===== src/rtl/disparity_vga.sv =====
// VGA raster generator that displays a disparity image in a window at the visible origin.
// Two-stage pipeline: stage 0 addresses the image, stage 1 scales the returned index to RRRGGGBB.
module disparity_vga #(
   parameter int unsigned H_VISIBLE = 640,
   parameter int unsigned H_FRONT   = 16,
   parameter int unsigned H_SYNC    = 96,
   parameter int unsigned H_BACK    = 48,
   parameter int unsigned V_VISIBLE = 480,
   parameter int unsigned V_FRONT   = 10,
   parameter int unsigned V_SYNC    = 2,
   parameter int unsigned V_BACK    = 33,
   parameter int unsigned IMG_W     = 450,
   parameter int unsigned IMG_H     = 375,
   parameter int unsigned GAIN      = 10
) (
   input  logic       clk,
   input  logic       reset,
   input  logic       pix_ce,
   input  logic       disp_valid,
   input  logic [7:0] new_image,
   output logic [9:0] disp_href,
   output logic [9:0] disp_vref,
   output logic       hsync,
   output logic       vsync,
   output logic [7:0] vga_rgb,
   output logic       frame_start
);

   localparam int unsigned HTotal = H_VISIBLE + H_FRONT + H_SYNC + H_BACK;
   localparam int unsigned VTotal = V_VISIBLE + V_FRONT + V_SYNC + V_BACK;

   localparam logic [9:0] HLast       = 10'(HTotal - 1);
   localparam logic [9:0] VLast       = 10'(VTotal - 1);
   localparam logic [9:0] HVis        = 10'(H_VISIBLE);
   localparam logic [9:0] VVis        = 10'(V_VISIBLE);
   localparam logic [9:0] ImgW        = 10'(IMG_W);
   localparam logic [9:0] ImgH        = 10'(IMG_H);
   localparam logic [9:0] HSyncStart  = 10'(H_VISIBLE + H_FRONT);
   localparam logic [9:0] HSyncEnd    = 10'(H_VISIBLE + H_FRONT + H_SYNC - 1);
   localparam logic [9:0] VSyncStart  = 10'(V_VISIBLE + V_FRONT);
   localparam logic [9:0] VSyncEnd    = 10'(V_VISIBLE + V_FRONT + V_SYNC - 1);
   localparam logic [15:0] Gain16     = 16'(GAIN);

   logic [9:0] hcnt_q, hcnt_d;
   logic [9:0] vcnt_q, vcnt_d;
   logic       frame_ok_q;

   // Stage 0 registers
   logic       in_win_q, visible_q, hsync0_q, vsync0_q;
   logic [9:0] href_q, vref_q;

   // Stage 1 registers
   logic       hsync_q, vsync_q;
   logic [7:0] rgb_q, rgb_d;

   logic        at_origin;
   logic        in_win_d, visible_d, hsync_raw, vsync_raw;
   logic [15:0] prod;
   logic [7:0]  scaled;

   always_comb begin
      hcnt_d = hcnt_q;
      vcnt_d = vcnt_q;
      if (hcnt_q == HLast) begin
         hcnt_d = '0;
         vcnt_d = (vcnt_q == VLast) ? '0 : vcnt_q + 10'd1;
      end else begin
         hcnt_d = hcnt_q + 10'd1;
      end
   end

   always_comb begin
      at_origin = (hcnt_q == '0) && (vcnt_q == '0);
      in_win_d  = (hcnt_q < ImgW) && (vcnt_q < ImgH);
      visible_d = (hcnt_q < HVis) && (vcnt_q < VVis);
      hsync_raw = !((hcnt_q >= HSyncStart) && (hcnt_q <= HSyncEnd));
      vsync_raw = !((vcnt_q >= VSyncStart) && (vcnt_q <= VSyncEnd));
   end

   // new_image belongs to the pixel currently held in stage 0
   always_comb begin
      prod   = 16'(new_image) * Gain16;
      scaled = (prod[15:8] != 8'd0) ? 8'hFF : prod[7:0];
      rgb_d  = 8'h00;
      if (visible_q && in_win_q) begin
         rgb_d = frame_ok_q ? {scaled[7:5], scaled[7:5], scaled[7:6]} : 8'h03;
      end
   end

   always_ff @(posedge clk or posedge reset) begin
      if (reset) begin
         hcnt_q     <= '0;
         vcnt_q     <= '0;
         frame_ok_q <= 1'b0;
         in_win_q   <= 1'b0;
         visible_q  <= 1'b0;
         hsync0_q   <= 1'b1;
         vsync0_q   <= 1'b1;
         href_q     <= '0;
         vref_q     <= '0;
         hsync_q    <= 1'b1;
         vsync_q    <= 1'b1;
         rgb_q      <= '0;
      end else if (pix_ce) begin
         hcnt_q <= hcnt_d;
         vcnt_q <= vcnt_d;
         // Sampled once per frame so a frame never mixes dark-blue fill and data
         if (at_origin) begin
            frame_ok_q <= disp_valid;
         end
         in_win_q  <= in_win_d;
         visible_q <= visible_d;
         hsync0_q  <= hsync_raw;
         vsync0_q  <= vsync_raw;
         href_q    <= in_win_d ? hcnt_q : '0;
         vref_q    <= in_win_d ? vcnt_q : '0;
         hsync_q   <= hsync0_q;
         vsync_q   <= vsync0_q;
         rgb_q     <= rgb_d;
      end
   end

   assign disp_href   = href_q;
   assign disp_vref   = vref_q;
   assign hsync       = hsync_q;
   assign vsync       = vsync_q;
   assign vga_rgb     = rgb_q;
   assign frame_start = pix_ce && at_origin && !reset;

endmodule

===== config.mk =====
export PLATFORM = sky130hd
export DESIGN_NAME = disparity_vga
export DESIGN_NICKNAME = d
export VERILOG_FILES = /design/src/rtl/disparity_vga.sv
export SDC_FILE = /design/constraint.sdc
export NUM_CORES = 1
export LEC_CHECK = 0
export ABC_AREA = 1
export CORE_ASPECT_RATIO = 0.9
export CORE_MARGIN = 4
export CORE_UTILIZATION = 48
export DETAILED_ROUTE_END_ITERATION = 8
export GPL_TIMING_DRIVEN = 1
export PLACE_DENSITY = 0.75
export SYNTH_ARGS = -nofsm -noshare
export SYNTH_HDL_FRONTEND = slang
export SYNTH_SLANG_ARGS = --single-unit

===== constraint.sdc =====
create_clock -name clk -period 1.5 [get_ports clk]
set_input_delay 0.3 -clock clk [delete_from_list [all_inputs] [get_ports clk]]
set_output_delay 0.3 -clock clk [all_outputs]
set_load 0.005 [all_outputs]

# After elaboration in Yosys (flattened, before gate mapping)
# Index checks and enable logic that the tools add are counted.
[totals]
romBits = 0
elab_cells = 48
ff_bits = 55
input_bits = 12
out_inout_bits = 31
latchBits = 0
mem_count = 0
ramBits = 0
[classes]
reduce_logical = 16
multipliers = 1
n_lt_le_gt_ge = 8
n_bitwise = 0
shift = 0
addsub = 2
n_div = 0
n_eq_ne = 2
mux = 7
[ops]
columns = ["operator", "count"]
rows = [
  ["10-bit two-way mux", 4],
  ["10-bit by 9-bit less-than comparator with 1-bit output (second input constant)", 3],
  ["8-bit two-way mux", 3],
  ["10-bit by 1-bit adder with 10-bit output (second input constant)", 2],
  ["10-bit == test (second input constant)", 2],
  ["10-bit zero test", 2],
  ["8-bit by 3-bit multiplier with 11-bit output (second input constant)", 1],
  ["10-bit >= comparator (second input constant)", 1],
  ["10-bit by 9-bit >= comparator with 1-bit output (second input constant)", 1],
  ["10-bit <= comparator (second input constant)", 1],
  ["10-bit by 9-bit <= comparator with 1-bit output (second input constant)", 1],
  ["10-bit less-than comparator (second input constant)", 1],
  ["1-bit logical AND", 8],
  ["2-bit AND reduction", 2],
  ["4-bit nonzero test", 1],
  ["1-bit zero test", 3],
]

# Logic depth before layout (Yosys ltp)
[logic_depth]
ltp_word = 5
ltp_mapped = 13
ltp_nobuf = 13

# Worst setup path before layout
# Ideal clock, no wire load.
[synth_path]
path_kind = "input -> register"
start = "input port new_image[1]"
end = "register rgb_q[4] (netlist: vga_rgb[4])"
path_slack_ns = -0.344
stages = 13
arrival_time_ns = 1.723
cell_sequence = "ha_1 inv_1 nor2_1 inv_1 fa_1 inv_1 nand2_1 nand2_1 nand4_1 nand2_1 nand2_1 o21ai_1 nand2_1"
[synth_via]
elab_chain_len = 5
[synth_lines]
columns = ["item", "line", "text"]
rows = [
  ["from (decl)", "20", "input logic [7:0] new_image,"],
  ["8-bit by 3-bit multiplier with 11-bit output *", "82", "prod = 16'(new_image) * Gain16;"],
  ["4-bit nonzero test", "83", "scaled = (prod[15:8] != 8'd0) ? 8'hFF : prod[7:0];"],
  ["8-bit two-way mux *", "83", ""],
  ["8-bit two-way mux *", "86", "rgb_d = frame_ok_q ? {scaled[7:5], scaled[7:5], scaled[7:6]} : 8'h03;"],
  ["8-bit two-way mux *", "85", "if (visible_q && in_win_q) begin"],
  ["to (signal assigned)", "119", "rgb_q <= rgb_d;"],
  ["to (decl)", "54", "logic [7:0] rgb_q, rgb_d;"],
]
# Every way passes the cells marked *; elsewhere a longest branch is shown, timed or not.
# A chain may end at the register's enable or synchronous reset.

# Worst setup path in the final report
[layout_path]
start = "register hcnt_q[0]"
end = "output port frame_start"
[layout_via]
elab_chain_len = 4
[layout_lines]
columns = ["item", "line", "text"]
rows = [
  ["from (decl)", "44", "logic [9:0] hcnt_q, hcnt_d;"],
  ["from (signal assigned)", "105", "hcnt_q <= hcnt_d;"],
  ["10-bit zero test", "73", "at_origin = (hcnt_q == '0) && (vcnt_q == '0);"],
  ["1-bit logical AND", "73", ""],
  ["1-bit logical AND (2 in a row)", "128", "assign frame_start = pix_ce && at_origin && !reset;"],
  ["to (decl)", "26", "output logic frame_start"],
]
# No other way between the ends.

==> key figures <==
Synthesis
  • Biggest area consumer among synthesized cells: dfrtp_1
  • Simple-gate portion of the synthesized area: 23.3%
  • Mux cell area share after synthesis: 0%
  • Post-synthesis cell type count: 31
  • Synth area leaders: dfrtp_1 (44%), nand2_1 (10%), ha_1 (6.4%)
  • Xor/xnor cell area share of the yosys netlist: 2.24%
  • Syn Area/Cell: 8.34 sq um
  • Synth Area in Compound Gates: 10.2%
  • Post-synthesis net count: 355
  • Synth Flop Type: dfrtp_1
  • Register area share after synthesis: 47.8%
  • Post-Synth Adder-Cell Area: 7.14%
  • Post-synth EDFFs: 0
  • Largest family of logic cells by synthesized area: simple AND/OR/NAND/NOR gates
  • Yosys top cell area share: 43.9%
  • Post-synthesis cell count: 328
  • List of most frequent post-synthesis cells: nand2_1 (73), dfrtp_1 (48), inv_1 (43), o21ai_1 (33), nand4_1 (19)
  • Ys async rst share: 100%
  • Most common cell in the netlist: nand2_1
  • Mapped Area: 2740 sq um
  • Ys Warns: 0
  • Seq cells post-synth: 52

Critical path
  • Arrival time at the worst endpoint: 1760 ps
  • Critical Path Source: hcnt_q[0]
  • Top Family by Delay on Critical Path: simple AND/OR/NAND/NOR gates
  • Critical path's largest stage delay: 410 ps
  • CP endpoint kind: output pin
  • CP Cell Sequence: inv_2 -> ha_4 -> nand4_1 -> nor4_4 -> nand3_2 -> nor2_1 -> buf_2
  • Worst path bufs/invs: 2
  • WP data required: 1200 ps
  • Crit Path Max Fanout: 2
  • Critical Path Start Type: register
  • Slowest cell on the critical path: dfrtp_1
  • Reg2reg start: hcnt_q[1]
  • Critical path class: register to output pin

Clock network
  • Cts bufs inserted: 5
  • CTS Buffer Depth: 2
  • Cts hold-fix bufs: 0
  • Clock latency on the worst-skew pair: 320 ps
  • CTS tree: done
  • CTS Sinks: 52
  • CTS H-tree lvls: 2
  • Root buf cell: clkbuf_8
  • Worst-path clk slew: 100 ps

Status
  • Violated checks: setup timing
  • Outcome: finished with violations

Final layout
  • Final core occ: 84.9%
  • Fraction of layout cells with a size suffix above 1: 43.2%
  • Final instance area: 4570 sq um
  • Layout area overhead: 66.9%
  • Filler cells: 292
  • Antenna fix cells: 0
  • Nets: 500

Route
  • Drt wl/cell: 17.7 um
  • Initial DRC Count: 251
  • Via count: 3047
  • Via/cell ratio: 5.63
  • Pre-antenna DRT Iters: 5
  • Drc violations: 0
  • Remaining antenna violation count after routing: 0
  • Post-Route WL: 9.58 mm

Floorplanning
  • Die area: 6970 sq um
  • Core area: 5380 sq um
  • Die Wd: 87.6 um
  • Initial Utilization: 50.8%
  • Die Ht: 79.6 um
  • I/O pin cnt: 43
  • # rows: 25

Job
  • Maximum capacitance violations: 0

Power and ir drop
  • Total power: 3.75 mW
  • Power per cell area: 822 nW/um^2
  • Lkg Pwr: 2.52 nW
  • Peak supply drop: 0.000839 V

Place
  • Detailed-placement wirelength estimate: 5.18 mm
  • Global placer's final weighted congestion: 0.918
  • I/O Buffers: 42
  • Cell Area, Placed: 3710 sq um

Worst hold path
  • Hold Crit Class: primary input to asynchronous set/reset pin

Global routing
  • M3 GR Usage: 5.06%
  • First-pass GRT wire length: 13.9 mm
  • Vias in the first global route: 2949
  • Initial antenna violation count: 0
  • Grt met1 use: 32.4%
  • Largest net degree at the start of global routing: 21
  • Met2 GRT Util: 44.9%
  • GRT overflow: 0
  • Global router's overall resource usage: 25.9%
  • Busiest grt layer: met2

Timing
  • Final Skew: 13.2 ps
  • Final number of max-transition violations: 0
  • Final setup margin: -558 ps
  • RSZ-0062 raised after global routing: yes
  • Slew @ Worst Pin: 376 ps
  • # setup viols final: 34
  • Period minus WS final: 2060 ps
  • Final period util: 137%
  • Relative slew slack: 74.8%
  • Fmax: 486 MHz
  • Hold WS: 367 ps
  • Final hold violations: 0
  • Setup TNS: -3890 ps
## worst min-delay path: cells and delay by family
family | cells | cell delay [ps]
buffers and inverters | 3 | 770
## sequential cells by signal (all words and copies together), names as in the netlist
signal	cells
vcnt_q	10
disp_vref	10
disp_href	10
vsync0_q	1
vga_rgb	5
visible_q	1
hcnt_q	10
hsync	1
hsync0_q	1
vsync	1
frame_ok_q	1
in_win_q	1
## cell usage in the layout, fill, tap and decap left out, drive strengths merged, types with 2 or more instances in the layout
cell type	n
dlygate4sd2	14
clkbuf	5
ha	14
nand3	21
inv	52
xor2	7
o21ai	41
nor4	2
dlymetal6s2s	18
a21oi	8
dfstp	4
buf	107
nand2	73
nand4	19
nor3	4
nor2	21
clkinv	3
clkdlybuf4s50	5
dfrtp	48
## routing by layer
metal  vias up  share of wire, %
met4         0               3.9
met1      1467                40
met3        51               7.3
li1       1372                 -
met5         -                 0
met2       157                49
## power breakdown
group | total [mW] | leakage, nW | internal [mW] | switching [mW]
clock network | 0.844 | 0.0485 | 0.336 | 0.509
logic | 1.31 | 1.82 | 0.614 | 0.699
registers | 1.60 | 0.651 | 1.53 | 0.0715
total | 3.75 | 2.52 | 2.47 | 1.28
## final timing paths
kind | to | slack [ps] | cells after the start
worst min register to register | hsync | 480 | 2
worst max register to register | vcnt_q[7] | -350 | 9
min in group clk | hsync | 480 | 2
worst min-delay path | vga_rgb[6] | 370 | 3
worst max-delay path | frame_start | -560 | 7
max in group asynchronous | vsync0_q | 690 | 4
## metrics by stage
step | setup WS, ps | std cells
final | -558 | 541
after global placement | -827 | 491
after global routing | -623 | 541
after floorplan | -271 | 328
after detailed placement | -888 | 491
after CTS | -513 | 520
## timing repair
item | CTS | global route
gates cloned | 2 | 1
endpoints found under the setup margin | 52 | 62
hold endpoints to repair | 0 | 0
resized for setup | 78 | 71
buffers inserted | 22 | 23
pin swaps | 32 | 37
## final cells by class
cell class | count | area [sq um] | share of cell area (%)
clock buffers | 5 | 68.8 | 1.51
clock inverters | 3 | 22.5 | 0.493
inverters | 53 | 208 | 4.55
multi-input cells | 217 | 1600 | 35.1
flip-flops and latches | 52 | 1310 | 28.6
well taps | 67 | 83.8 | 1.84
repair buffers | 144 | 1270 | 27.9
## kinds of logic (layout without fill, tap and decap cells)
family | Yosys count | in the layout
buf+inv | 62 | 205
xor+xnor | 7 | 7
simple gates | 139 | 142
compound gates | 53 | 53
fa+ha+maj | 15 | 15
flops | 52 | 52
(Power assumes the default switching activity.)
